--- src/rtl/io_port_ctrl_if.sv ---
// Kabeta IO bus bundle between the core (master) and a memory-mapped
// peripheral (slave). IO_DataR is registered inside the slave.
interface io_port_ctrl_if #(
   parameter int DATA_WIDTH = 32
);
   logic [2:0]            IO_Addr;
   logic                  IO_EnR;
   logic                  IO_EnW;
   logic [DATA_WIDTH-1:0] IO_DataW;
   logic [DATA_WIDTH-1:0] IO_DataR;

   modport master (
      output IO_Addr,
      output IO_EnR,
      output IO_EnW,
      output IO_DataW,
      input  IO_DataR
   );

   modport slave (
      input  IO_Addr,
      input  IO_EnR,
      input  IO_EnW,
      input  IO_DataW,
      output IO_DataR
   );
endinterface

--- src/rtl/io_port_ctrl.sv ---
// Memory-mapped I/O port: registered output pins, synchronised input pins,
// per-pin edge interrupts with selectable polarity and a lowest-index
// priority source ID.
//
// Address map: 0 OUT, 1 IN (RO), 2 IRQ_EN, 3 IRQ_PEND (W1C), 4 IRQ_POL,
// 5..7 read as zero.
module io_port_ctrl #(
   parameter int                 DATA_WIDTH  = 32,
   parameter int                 NUM_OUT     = 8,
   parameter int                 NUM_IN      = 8,
   parameter int                 SYNC_STAGES = 2,
   parameter logic [NUM_OUT-1:0] OUT_RESET   = '0,
   parameter int                 ID_W        = (NUM_IN > 1) ? $clog2(NUM_IN) : 1
) (
   input  logic                 Sys_Clock,
   input  logic                 Sys_Reset,
   io_port_ctrl_if.slave        io_bus,
   input  logic [NUM_IN-1:0]    Pin_In,
   output logic [NUM_OUT-1:0]   Pin_Out,
   output logic                 Irq_Req,
   output logic [ID_W-1:0]      Irq_Id
);

   localparam logic [2:0] ADDR_OUT  = 3'd0;
   localparam logic [2:0] ADDR_IN   = 3'd1;
   localparam logic [2:0] ADDR_EN   = 3'd2;
   localparam logic [2:0] ADDR_PEND = 3'd3;
   localparam logic [2:0] ADDR_POL  = 3'd4;

   logic [NUM_OUT-1:0]                  out_q,    out_d;
   logic [NUM_IN-1:0]                   irq_en_q, irq_en_d;
   logic [NUM_IN-1:0]                   pend_q,   pend_d;
   logic [NUM_IN-1:0]                   pol_q,    pol_d;
   logic [SYNC_STAGES-1:0][NUM_IN-1:0]  sync_q,   sync_d;
   logic [NUM_IN-1:0]                   prev_q,   prev_d;
   logic [DATA_WIDTH-1:0]               data_r_q, data_r_d;

   logic [NUM_IN-1:0]     pin_s;
   logic [NUM_IN-1:0]     edge_evt;
   logic [NUM_IN-1:0]     w1c_mask;
   logic [NUM_IN-1:0]     irq_act;
   logic [DATA_WIDTH-1:0] rd_val;

   assign pin_s = sync_q[SYNC_STAGES-1];

   // Synchroniser shift and previous-sample capture for edge detection.
   always_comb begin
      sync_d = sync_q;
      sync_d[0] = Pin_In;
      for (int k = 1; k < SYNC_STAGES; k++) begin
         sync_d[k] = sync_q[k-1];
      end
      prev_d = pin_s;
   end

   // Edge events per pin, polarity chosen by IRQ_POL (0 rising, 1 falling).
   always_comb begin
      edge_evt = (pin_s & ~prev_q & ~pol_q) | (~pin_s & prev_q & pol_q);
   end

   // Register writes; a pending set from an edge event beats a same-cycle W1C.
   always_comb begin
      out_d    = out_q;
      irq_en_d = irq_en_q;
      pol_d    = pol_q;
      w1c_mask = '0;
      if (io_bus.IO_EnW) begin
         case (io_bus.IO_Addr)
            ADDR_OUT:  out_d    = io_bus.IO_DataW[NUM_OUT-1:0];
            ADDR_EN:   irq_en_d = io_bus.IO_DataW[NUM_IN-1:0];
            ADDR_PEND: w1c_mask = io_bus.IO_DataW[NUM_IN-1:0];
            ADDR_POL:  pol_d    = io_bus.IO_DataW[NUM_IN-1:0];
            default:   ;
         endcase
      end
      pend_d = (pend_q & ~w1c_mask) | (edge_evt & irq_en_q);
   end

   // Read mux; the data register only loads on a read strobe, so a read
   // colliding with a write sees the pre-write value.
   always_comb begin
      rd_val = '0;
      case (io_bus.IO_Addr)
         ADDR_OUT:  rd_val[NUM_OUT-1:0] = out_q;
         ADDR_IN:   rd_val[NUM_IN-1:0]  = pin_s;
         ADDR_EN:   rd_val[NUM_IN-1:0]  = irq_en_q;
         ADDR_PEND: rd_val[NUM_IN-1:0]  = pend_q;
         ADDR_POL:  rd_val[NUM_IN-1:0]  = pol_q;
         default:   rd_val = '0;
      endcase
      data_r_d = io_bus.IO_EnR ? rd_val : data_r_q;
   end

   // Interrupt request and lowest-index source ID, straight from the flops.
   always_comb begin
      irq_act = pend_q & irq_en_q;
      Irq_Req = |irq_act;
      Irq_Id  = '0;
      for (int i = NUM_IN - 1; i >= 0; i--) begin
         if (irq_act[i]) begin
            Irq_Id = ID_W'(i);
         end
      end
   end

   // State registers, all cleared or initialised by the asynchronous reset.
   always_ff @(posedge Sys_Clock or posedge Sys_Reset) begin
      if (Sys_Reset) begin
         out_q    <= OUT_RESET;
         irq_en_q <= '0;
         pend_q   <= '0;
         pol_q    <= '0;
         sync_q   <= '0;
         prev_q   <= '0;
         data_r_q <= '0;
      end else begin
         out_q    <= out_d;
         irq_en_q <= irq_en_d;
         pend_q   <= pend_d;
         pol_q    <= pol_d;
         sync_q   <= sync_d;
         prev_q   <= prev_d;
         data_r_q <= data_r_d;
      end
   end

   assign Pin_Out         = out_q;
   assign io_bus.IO_DataR = data_r_q;

endmodule

--- src/flat_wrapper.sv ---
// flat-port wrapper written by rule: the top's interface ports become plain ports
module io_port_ctrl_flat 
#(
   parameter int                 DATA_WIDTH  = 32,
   parameter int                 NUM_OUT     = 8,
   parameter int                 NUM_IN      = 8,
   parameter int                 SYNC_STAGES = 2,
   parameter logic [NUM_OUT-1:0] OUT_RESET   = '0,
   parameter int                 ID_W        = (NUM_IN > 1) ? $clog2(NUM_IN) : 1
)
  (Sys_Clock, Sys_Reset, Pin_In, Pin_Out, Irq_Req, Irq_Id, io_bus_IO_Addr, io_bus_IO_EnR, io_bus_IO_EnW, io_bus_IO_DataW, io_bus_IO_DataR);
  io_port_ctrl_if #(.DATA_WIDTH(DATA_WIDTH)) io_bus_i ();
  input  logic Sys_Clock;
  input  logic Sys_Reset;
  input  logic [NUM_IN-1:0] Pin_In;
  output logic [NUM_OUT-1:0] Pin_Out;
  output logic Irq_Req;
  output logic [ID_W-1:0] Irq_Id;
  input wire logic [$bits(io_bus_i.IO_Addr)-1:0] io_bus_IO_Addr;
  input wire logic [$bits(io_bus_i.IO_EnR)-1:0] io_bus_IO_EnR;
  input wire logic [$bits(io_bus_i.IO_EnW)-1:0] io_bus_IO_EnW;
  input wire logic [$bits(io_bus_i.IO_DataW)-1:0] io_bus_IO_DataW;
  output wire logic [$bits(io_bus_i.IO_DataR)-1:0] io_bus_IO_DataR;
  assign io_bus_i.IO_Addr = io_bus_IO_Addr;
  assign io_bus_i.IO_EnR = io_bus_IO_EnR;
  assign io_bus_i.IO_EnW = io_bus_IO_EnW;
  assign io_bus_i.IO_DataW = io_bus_IO_DataW;
  assign io_bus_IO_DataR = io_bus_i.IO_DataR;
  io_port_ctrl #(.DATA_WIDTH(DATA_WIDTH), .NUM_OUT(NUM_OUT), .NUM_IN(NUM_IN), .SYNC_STAGES(SYNC_STAGES), .OUT_RESET(OUT_RESET), .ID_W(ID_W)) u_core (.Sys_Clock(Sys_Clock), .Sys_Reset(Sys_Reset), .io_bus(io_bus_i), .Pin_In(Pin_In), .Pin_Out(Pin_Out), .Irq_Req(Irq_Req), .Irq_Id(Irq_Id));
endmodule
--- config.mk ---
export PLATFORM = sky130hd
export DESIGN_NAME = io_port_ctrl_flat
export DESIGN_NICKNAME = d
export VERILOG_FILES = /design/src/rtl/io_port_ctrl_if.sv /design/src/rtl/io_port_ctrl.sv /design/src/flat_wrapper.sv
export SDC_FILE = /design/constraint.sdc
export NUM_CORES = 1
export LEC_CHECK = 0
export CAP_MARGIN = 0
export CORE_UTILIZATION = 50
export DETAILED_ROUTE_END_ITERATION = 16
export PLACE_DENSITY = 0.85
export SLEW_MARGIN = 40
export SYNTH_ARGS = -nofsm -noshare
export SYNTH_HDL_FRONTEND = slang
export SYNTH_SLANG_ARGS = --single-unit
--- constraint.sdc ---
create_clock -name Sys_Clock -period 2.9 [get_ports Sys_Clock]
set_input_delay 0.435 -clock Sys_Clock [delete_from_list [all_inputs] [get_ports Sys_Clock]]
set_output_delay 0.435 -clock Sys_Clock [all_outputs]
set_load 0.01 [all_outputs]
Yosys cells after proc, flatten, opt, wreduce, memory -nomap -nowiden --
Cells that the tools add are included. W data, S select, Z words.
Storage, ports and cells: flip-flop bits (word level) 64, output and inout port bits 44
Operators by class: eq/ne operators 4, multiplexer cells 11, bitwise operators 13, reductions and logical operators 5
Operators with widths (number):
- $and A8 B8 Y8 | 7
- $pmux W8 S5 | 1
- $not A8 Y8 | 4
- $mux W3 | 8
- $mux W8 | 2
- $or A8 B8 Y8 | 2
- $reduce_or A8 Y1 | 1
- $eq A3 B2 Y1 const B | 2
- $reduce_and A2 Y1 | 3
- $eq A3 B1 Y1 const B | 1
- $eq A3 B3 Y1 const B | 1
- $logic_not A3 Y1 | 1

Depth between registers and ports, before layout --
Gate-level depths: netlist (run 1).
depth after elaboration 9, gate-level depth with buffers 6

Worst setup path after synthesis (run 1) --
Ideal clock, no wire load.
path type reg-to-output, start point register u_core.irq_en_q[6], end point output Irq_Id[0], arrival 1.076 ns, data required time 2.465 ns, slack 1.389 ns, cell stages (with the launch flop) 5, path through dfrtp_1 nand2_1 a32o_1 a222oi_1 nor2_1
On the way: word-level cells in the longest chain between the ends 8
RTL lines:
- from (decl) | line io_port_ctrl.sv:31 | logic [NUM_IN-1:0] irq_en_q, irq_en_d;
- from (signal assigned) | line io_port_ctrl.sv:118 | irq_en_q <= irq_en_d;
- $and A8 B8 Y8 | line io_port_ctrl.sv:96 | irq_act = pend_q & irq_en_q;
- $mux W3 (7 in series) | line io_port_ctrl.sv:100 | if (irq_act[i]) begin
- to (decl) | line flat_wrapper.sv:18 | output logic [ID_W-1:0] Irq_Id;
No other way between the ends.

Worst setup path after layout (run 1) --
Same ends and word-level chain as after synthesis.

==> results.txt, run 1 <==
Status: finished, final reports clean
Area grow syn2layout: 20.5%
Root Driver: clkbuf_8
CTS tree: built
Chip Height: 78.5 um
CTS Buf Count: 9
Largest net degree at the start of global routing: 36
CTS H-Tree Depth: 3
Final setup TNS: 0 ps
#FFs+latches synth: 64
Total GRT Usage: 20.9%
Async S/R FF share, synth: 100%
Cts hold-fix bufs: 0
Ant. Diodes: 0
Multi-input gate area: 0.00114 sq mm
Initial antenna violation count: 0
DRT Wirelength: 5.89 mm
Pre-Repair DR Iteration Count: 4
PortBufs: 42
Min-delay worst type: reg -> reg
Combinational share of power: 23.1%
Final Hold Fails: 0
Share of the synthesized area in the top cell type: 54.7%
Pint: 0.00183 W
Worst path slowest cell: clkdlybuf4s50_1
Sequential share of power: 46.2%
Total Die Area: 0.00617 sq mm
Global-route wire length before repair: 9.48 mm
Nature of the critical path startpoint: flip-flop
Gpl congestion: 0.827
CP cell instances: nand2_1, a32o_1, a222oi_1, nor2_1, clkdlybuf4s50_1
Peak Freq: 0.407 GHz
Actual slew at the worst max-slew pin: 617 ps
Final min period: 2460 ps
Synth unique cells: 32
CP arrival: 2020 ps
Peak supply drop: 0.421 mV
Setup repair after global routing missed its margin: false
Avg WL per Cell: 15.8 um
DRC viols: 0
Starting DRT DRC Count: 163
Core area: 0.00557 sq mm
Critical setup path kind: reg -> out
Worst-path maximum fanout: 4
Post_cts resized: 0
I/O pin count: 91
Setup violations, final: 0
Fin util: 63.3%
HPWL after DPL: 4.09 mm
Via count: 2043
Clk pwr share: 30.7%
Fill cell count: 446
WHS: 347 ps
Sw Pwr: 0.000703 W
Required time worst endpoint: 2470 ps
Seq/Total Area, Yosys: 54.7%
Worst Slack Setup Final: 442 ps
Sw Share: 27.7%
Initial Utilization: 52.5%
Ys flop type: dfrtp_1
Setup crit end kind: output pin
Power density over the cells: 718 mW/mm^2
Post-synth top area cell: dfrtp_1
FF/Latch Area: 0.00160 sq mm
Post-CTS setup buffer count: 0
CP max stage delay: 490 ps
Max_slew headroom: 58.8%
Synth Warn #: 0
Die width: 78.5 um
Syn avg cell area: 11.9 sq um
Cell Area, Synth: 0.00293 sq mm
Number of enable flip-flop cells after synthesis: 0
Clock skew: 3.03 ps
Routed Antenna Nets: 0
Worst-path clk slew: 60 ps
Final #Nets: 343
Post-Place Setup Slack: 535 ps
Later-pin clock latency in the skew report: 340 ps
Max Cap Violations: 0
Share of post-route cells with drive strength above 1: 17.3%
FP Rows: 27
Fin. max-slew vios: 0
# clock sinks: 64
Leakage: 1.57 nW
Cells after synthesis: 247
Remaining global-route overflow: 0
Total power: 0.00254 W
Top cells by area, synth: dfrtp_1, mux2_2, buf_4
Part of the cycle the worst path needs: 84.7%
Vias per cell: 5.49
Maximum root-to-sink buffer count: 2
Number of global-route vias before repair: 1970
area by class of cell:
type	count	share of cell area [%]
Clock buffer	13	4.79
Clock inverter	2	1.06
Inverter	3	0.319
Multi-Input combinational cell	170	32.3
Sequential cell	64	45.4
Tap cell	72	2.55
Timing Repair Buffer	48	13.5
per-stage QoR:
stage               cell area, sq um  cells
finish                          3530    372
global route                    3530    372
CTS                             3530    372
detailed placement              3320    357
global placement                3320    357
floorplan                       3010    270
worst max-delay path, delay by kind of cell, from the launching register on:
| family | cells | cell delay, ps |
|---|---|---|
| AO/OA/AOI/OAI | 2 | 580 |
| AND/OR/NAND/NOR | 2 | 230 |
| buffers and inverters | 1 | 490 |
| flip-flops | 1 | 390 |
logic make-up after synthesis:
kind of cell,synth area share [%]
flops,54.7
simple gates,9.57
compound gates,13.3
buf+inv,9.27
mux,13.0
other cells,0.128
cell usage after synthesis (all sizes together) (3+ instances only):
cell,count
o21ai,9
nand2,34
inv,3
a22o,15
a21oi,3
buf,33
a22oi,14
mux2,31
nand3,3
o22ai,7
nor2,13
and3,3
dfrtp,64
flip-flops by register name, summed over array words and instances (netlist names):
name / count
u_core.prev_q: 8
u_core.pin_s: 8
u_core.pol_q: 8
u_core.pend_q: 8
u_core.sync_d: 8
u_core.Pin_Out: 8
u_core.irq_en_q: 8
u_core.io_bus.IO_DataR: 8
layout by cell type (no fill, tap or decap), types with 3 or more instances in the layout:
master,instances
a22o_1,15
dfrtp_1,64
o22ai_1,7
clkbuf_8,12
mux2_1,3
nand2_1,34
nor2_1,12
nand3_1,3
clkdlybuf4s50_1,42
mux2_2,22
buf_4,5
and3_1,3
conb_1,24
a22oi_1,14
mux2_4,6
o21ai_0,9
routing by layer:
| layer | vias up | track usage, % | part of all wire [%] |
|---|---|---|---|
| li1 | 932 | - | - |
| met1 | 1009 | 26.7 | 44 |
| met2 | 89 | 31.6 | 48 |
| met3 | 13 | 4.42 | 5.1 |
| met4 | 0 | 14.3 | 2.6 |
| met5 | - | 0 | 0 |
worst paths after layout:
kind / start / to / slack (ps) / cells past startpoint
setup / recovery: u_core.irq_en_q[6]$_DFFE_PP0P_ / Irq_Id[0] / 440 / 5
hold / removal: u_core.sync_d[11]$_DFF_PP0_ / u_core.pin_s[3]$_DFF_PP0_ / 350 / 0
setup reg to reg: u_core.irq_en_q[4]$_DFFE_PP0P_ / u_core.io_bus.IO_DataR[4]$_DFFE_PP0P_ / 1540 / 4
hold reg to reg: u_core.sync_d[11]$_DFF_PP0_ / u_core.pin_s[3]$_DFF_PP0_ / 350 / 0
max in group asynchronous: Sys_Reset / u_core.irq_en_q[2]$_DFFE_PP0P_ / 1810 / 3
min in group asynchronous: Sys_Reset / u_core.sync_d[14]$_DFF_PP0_ / 490 / 2
power by group through the flow:
stage          Combinational (W)  Sequential (W)  Clock, W
2_1_floorplan           0.000366         0.00116         0
3_3_place_gp            0.000564         0.00117         0
3_5_place_dp            0.000582         0.00118         0
4_1_cts                 0.000586         0.00117  0.000797
5_1_grt                 0.000633         0.00119  0.000839
6_report                0.000585         0.00117  0.000779
(Power assumes the default switching activity.)
==> run 2: changes to the inputs <==
CORE_UTILIZATION = 46   (was 50)
PLACE_DENSITY = 0.79   (was 0.85)
clock period = 2.5 ns   (was 2.9 ns; I/O delays follow)
==> run 2 against run 1 <==
Effect of this change: worst hold slack is essentially flat; sequential power rose by 16%; total power up 14%; critical path type unchanged.
==> results.txt, run 2 (same netlist as run 1, synthesis figures left out) <==
Power density over the cells: 806 mW/mm^2 (was 718 mW/mm^2)
Setup violations, final: 0 (unchanged)
Ant. Diodes: 0 (unchanged)
Die width: 81.8 um (was 78.5 um)
DRC viols: 0 (unchanged)
Post_cts resized: 0 (unchanged)
CP top delay family: buffers and inverters (was compound AO/OA/AOI/OAI gates)
Avg WL per Cell: 15.2 um (was 15.8 um)
CP cell instances: a22oi_1, nand3_1, nor2_1, clkdlybuf4s50_1 (was nand2_1, a32o_1, a222oi_1, nor2_1, clkdlybuf4s50_1)
Maximum root-to-sink buffer count: 2 (unchanged)
Required time worst endpoint: 2120 ps (was 2470 ps)
Remaining global-route overflow: 0 (unchanged)
Status: finished, final reports clean (unchanged)
Setup repair after global routing missed its margin: false (unchanged)
Total GRT Usage: 20.3% (was 20.9%)
Gpl congestion: 0.851 (was 0.827)
Critical R2R Capture: u_core.io_bus.IO_DataR[4]$_DFFE_PP0P_ (unchanged)
Via count: 2036 (was 2043)
Starting DRT DRC Count: 166 (was 163)
Worst path slowest cell: clkdlybuf4s50_1 (unchanged)
Post-CTS setup buffer count: 0 (unchanged)
CP arrival: 1860 ps (was 2020 ps)
Clock skew: 6.48 ps (was 3.03 ps)
Later-pin clock latency in the skew report: 340 ps (about the same)
Reg2reg path depth: 4 (unchanged)
Most common cell after layout, fill and taps aside: dfrtp_1 (unchanged)
Chip Height: 81.8 um (was 78.5 um)
Peak Freq: 0.447 GHz
Cts hold-fix bufs: 0 (unchanged)
Worst-path clk slew: 70 ps (was 60 ps)
Peak supply drop: 0.541 mV (was 0.421 mV)
Commonest non-fill, non-tap cells in the layout: dfrtp_1, clkdlybuf4s50_1, nand2_1 (unchanged)
# clock sinks: 64 (unchanged)
CTS H-Tree Depth: 3 (unchanged)
Leakage: 1.63 nW (was 1.57 nW)
Hold Crit Start: u_core.sync_d[14]$_DFF_PP0_ (was u_core.sync_d[11]$_DFF_PP0_)
Number of global-route vias before repair: 1961 (was 1970)
PortBufs: 42 (unchanged)
Met2 GRT Util: 31.0% (was 31.6%)
Part of the cycle the worst path needs: 89.5%
CTS Buf Count: 9 (unchanged)
Met3 usage: 6.33% (was 4.42%)
Final min period: 2240 ps
Pre-Repair DR Iteration Count: 4 (unchanged)
GR Layer Usage met1: 26.3% (was 26.7%)
Core area: 0.00603 sq mm (was 0.00557 sq mm)
Worst Slack Setup Final: 262 ps (was 442 ps)
R2R Setup Slk: 1180 ps (was 1540 ps)
Setup crit end kind: output pin (unchanged)
Max Cap Violations: 0 (unchanged)
Min-delay worst type: reg -> reg (unchanged)
Post-Place Setup Slack: 213 ps (was 535 ps)
CP max stage delay: 540 ps (was 490 ps)
Vias per cell: 5.32 (was 5.49)
Initial antenna violation count: 0 (unchanged)
DRT Wirelength: 5.83 mm (was 5.89 mm)
Worst-path maximum fanout: 4 (unchanged)
Share of post-route cells with drive strength above 1: 19.5% (was 17.3%)
FP Rows: 28 (was 27)
Hold Crit Endpoint: u_core.pin_s[6]$_DFF_PP0_ (was u_core.pin_s[3]$_DFF_PP0_)
Largest net degree at the start of global routing: 65 (was 36)
Routed Antenna Nets: 0 (unchanged)
CTS tree: built (unchanged)
Initial Utilization: 48.6% (was 52.5%)
Final Hold Fails: 0 (unchanged)
HPWL after DPL: 4.23 mm (was 4.09 mm)
GRT busiest layer: met2 (unchanged)
I/O pin count: 91 (unchanged)
Final setup TNS: 0 ps (unchanged)
Critical setup path kind: reg -> out (unchanged)
Fin. max-slew vios: 0 (unchanged)
Nature of the critical path startpoint: flip-flop (unchanged)
Root Driver: clkbuf_8 (unchanged)
Worst Path Buf+Inv: 1 (unchanged)
Hold Path Depth: 0 (unchanged)
Reg2Reg Launch Point: u_core.irq_en_q[4]$_DFFE_PP0P_ (unchanged)
Final #Nets: 351 (was 343)
Area grow syn2layout: 22.1% (was 20.5%)
Total Die Area: 0.00669 sq mm (was 0.00617 sq mm)
Global-route wire length before repair: 9.70 mm (was 9.48 mm)
-- run 2: cell types whose count changed in the layout (fill, tap and decap cells not counted), sizes merged --
cell / before / now
clkdlybuf4s50: 42 / 41
clkinv: 0 / 3
clkinvlp: 1 / 0
dlymetal6s2s: 0 / 1
clkbuf: 13 / 11
buf: 6 / 14
-- run 2: final cells by class --
| cell class | count | area (sq um) |
|---|---|---|
| fillers | 512 | 2450 |
| flip-flops and latches | 64 | 1600 |
| multi-input cells | 170 | 1140 |
| repair buffers | 56 | 541 |
| clock buffers | 11 | 141 |
| well taps | 75 | 93.8 |
| clock inverters | 4 | 45.0 |
| inverters | 3 | 11.3 |
-- run 2: per-stage QoR --
stage / util [%] / cells / cell area [sq um] / hold slack (ps) / power (W)
2_1_floorplan: - / 270 / 3010 / 331 / 0.00177
3_3_place_gp: 56.2 / 368 / 3390 / 333 / 0.00202
3_5_place_dp: 56.2 / 368 / 3390 / 335 / 0.00206
5_1_grt: 59.3 / 383 / 3570 / 358 / 0.00304
6_report: 59.3 / 383 / 3570 / 347 / 0.00288
4_1_cts: 59.3 / 383 / 3570 / 349 / 0.00291
-- run 2: worst max-delay path by stage --
stage / end / slack [ps] / cells after the start / start
detailed placement: u_core.io_bus.IO_DataR[4]$_DFFE_PP0P_ / 210 / 6 / io_bus_IO_Addr[0]
finish: Irq_Id[2] / 260 / 4 / u_core.pend_q[3]$_DFF_PP0_
global route: Irq_Req / 200 / 4 / u_core.pend_q[3]$_DFF_PP0_
CTS: Irq_Id[0] / 70 / 5 / u_core.irq_en_q[6]$_DFFE_PP0P_
global placement: u_core.io_bus.IO_DataR[6]$_DFFE_PP0P_ / 290 / 6 / io_bus_IO_Addr[0]
floorplan: u_core.Pin_Out[0]$_DFFE_PP0P_ / 530 / 1 / Sys_Reset
-- run 2: per-layer routing --
layer | wire length, um | up-vias
li1 | - | 945
met1 | 2500 | 1000
met2 | 2820 | 76
met3 | 378 | 15
met4 | 135 | 0
met5 | 0 | -
-- run 2: worst reg2reg max path, delay by kind of cell (launching register included) --
family,cells,cell delay [ps]
compound gates,3,530
flops,1,410
mux,1,270
-- run 2: where the power goes --
group          internal, W  leakage (nW)  switching, W  total [W]
sequential         0.00120         0.756      0.000159    0.00136
clock             0.000477        0.0989      0.000366   0.000843
combinational     0.000393         0.771      0.000290   0.000683
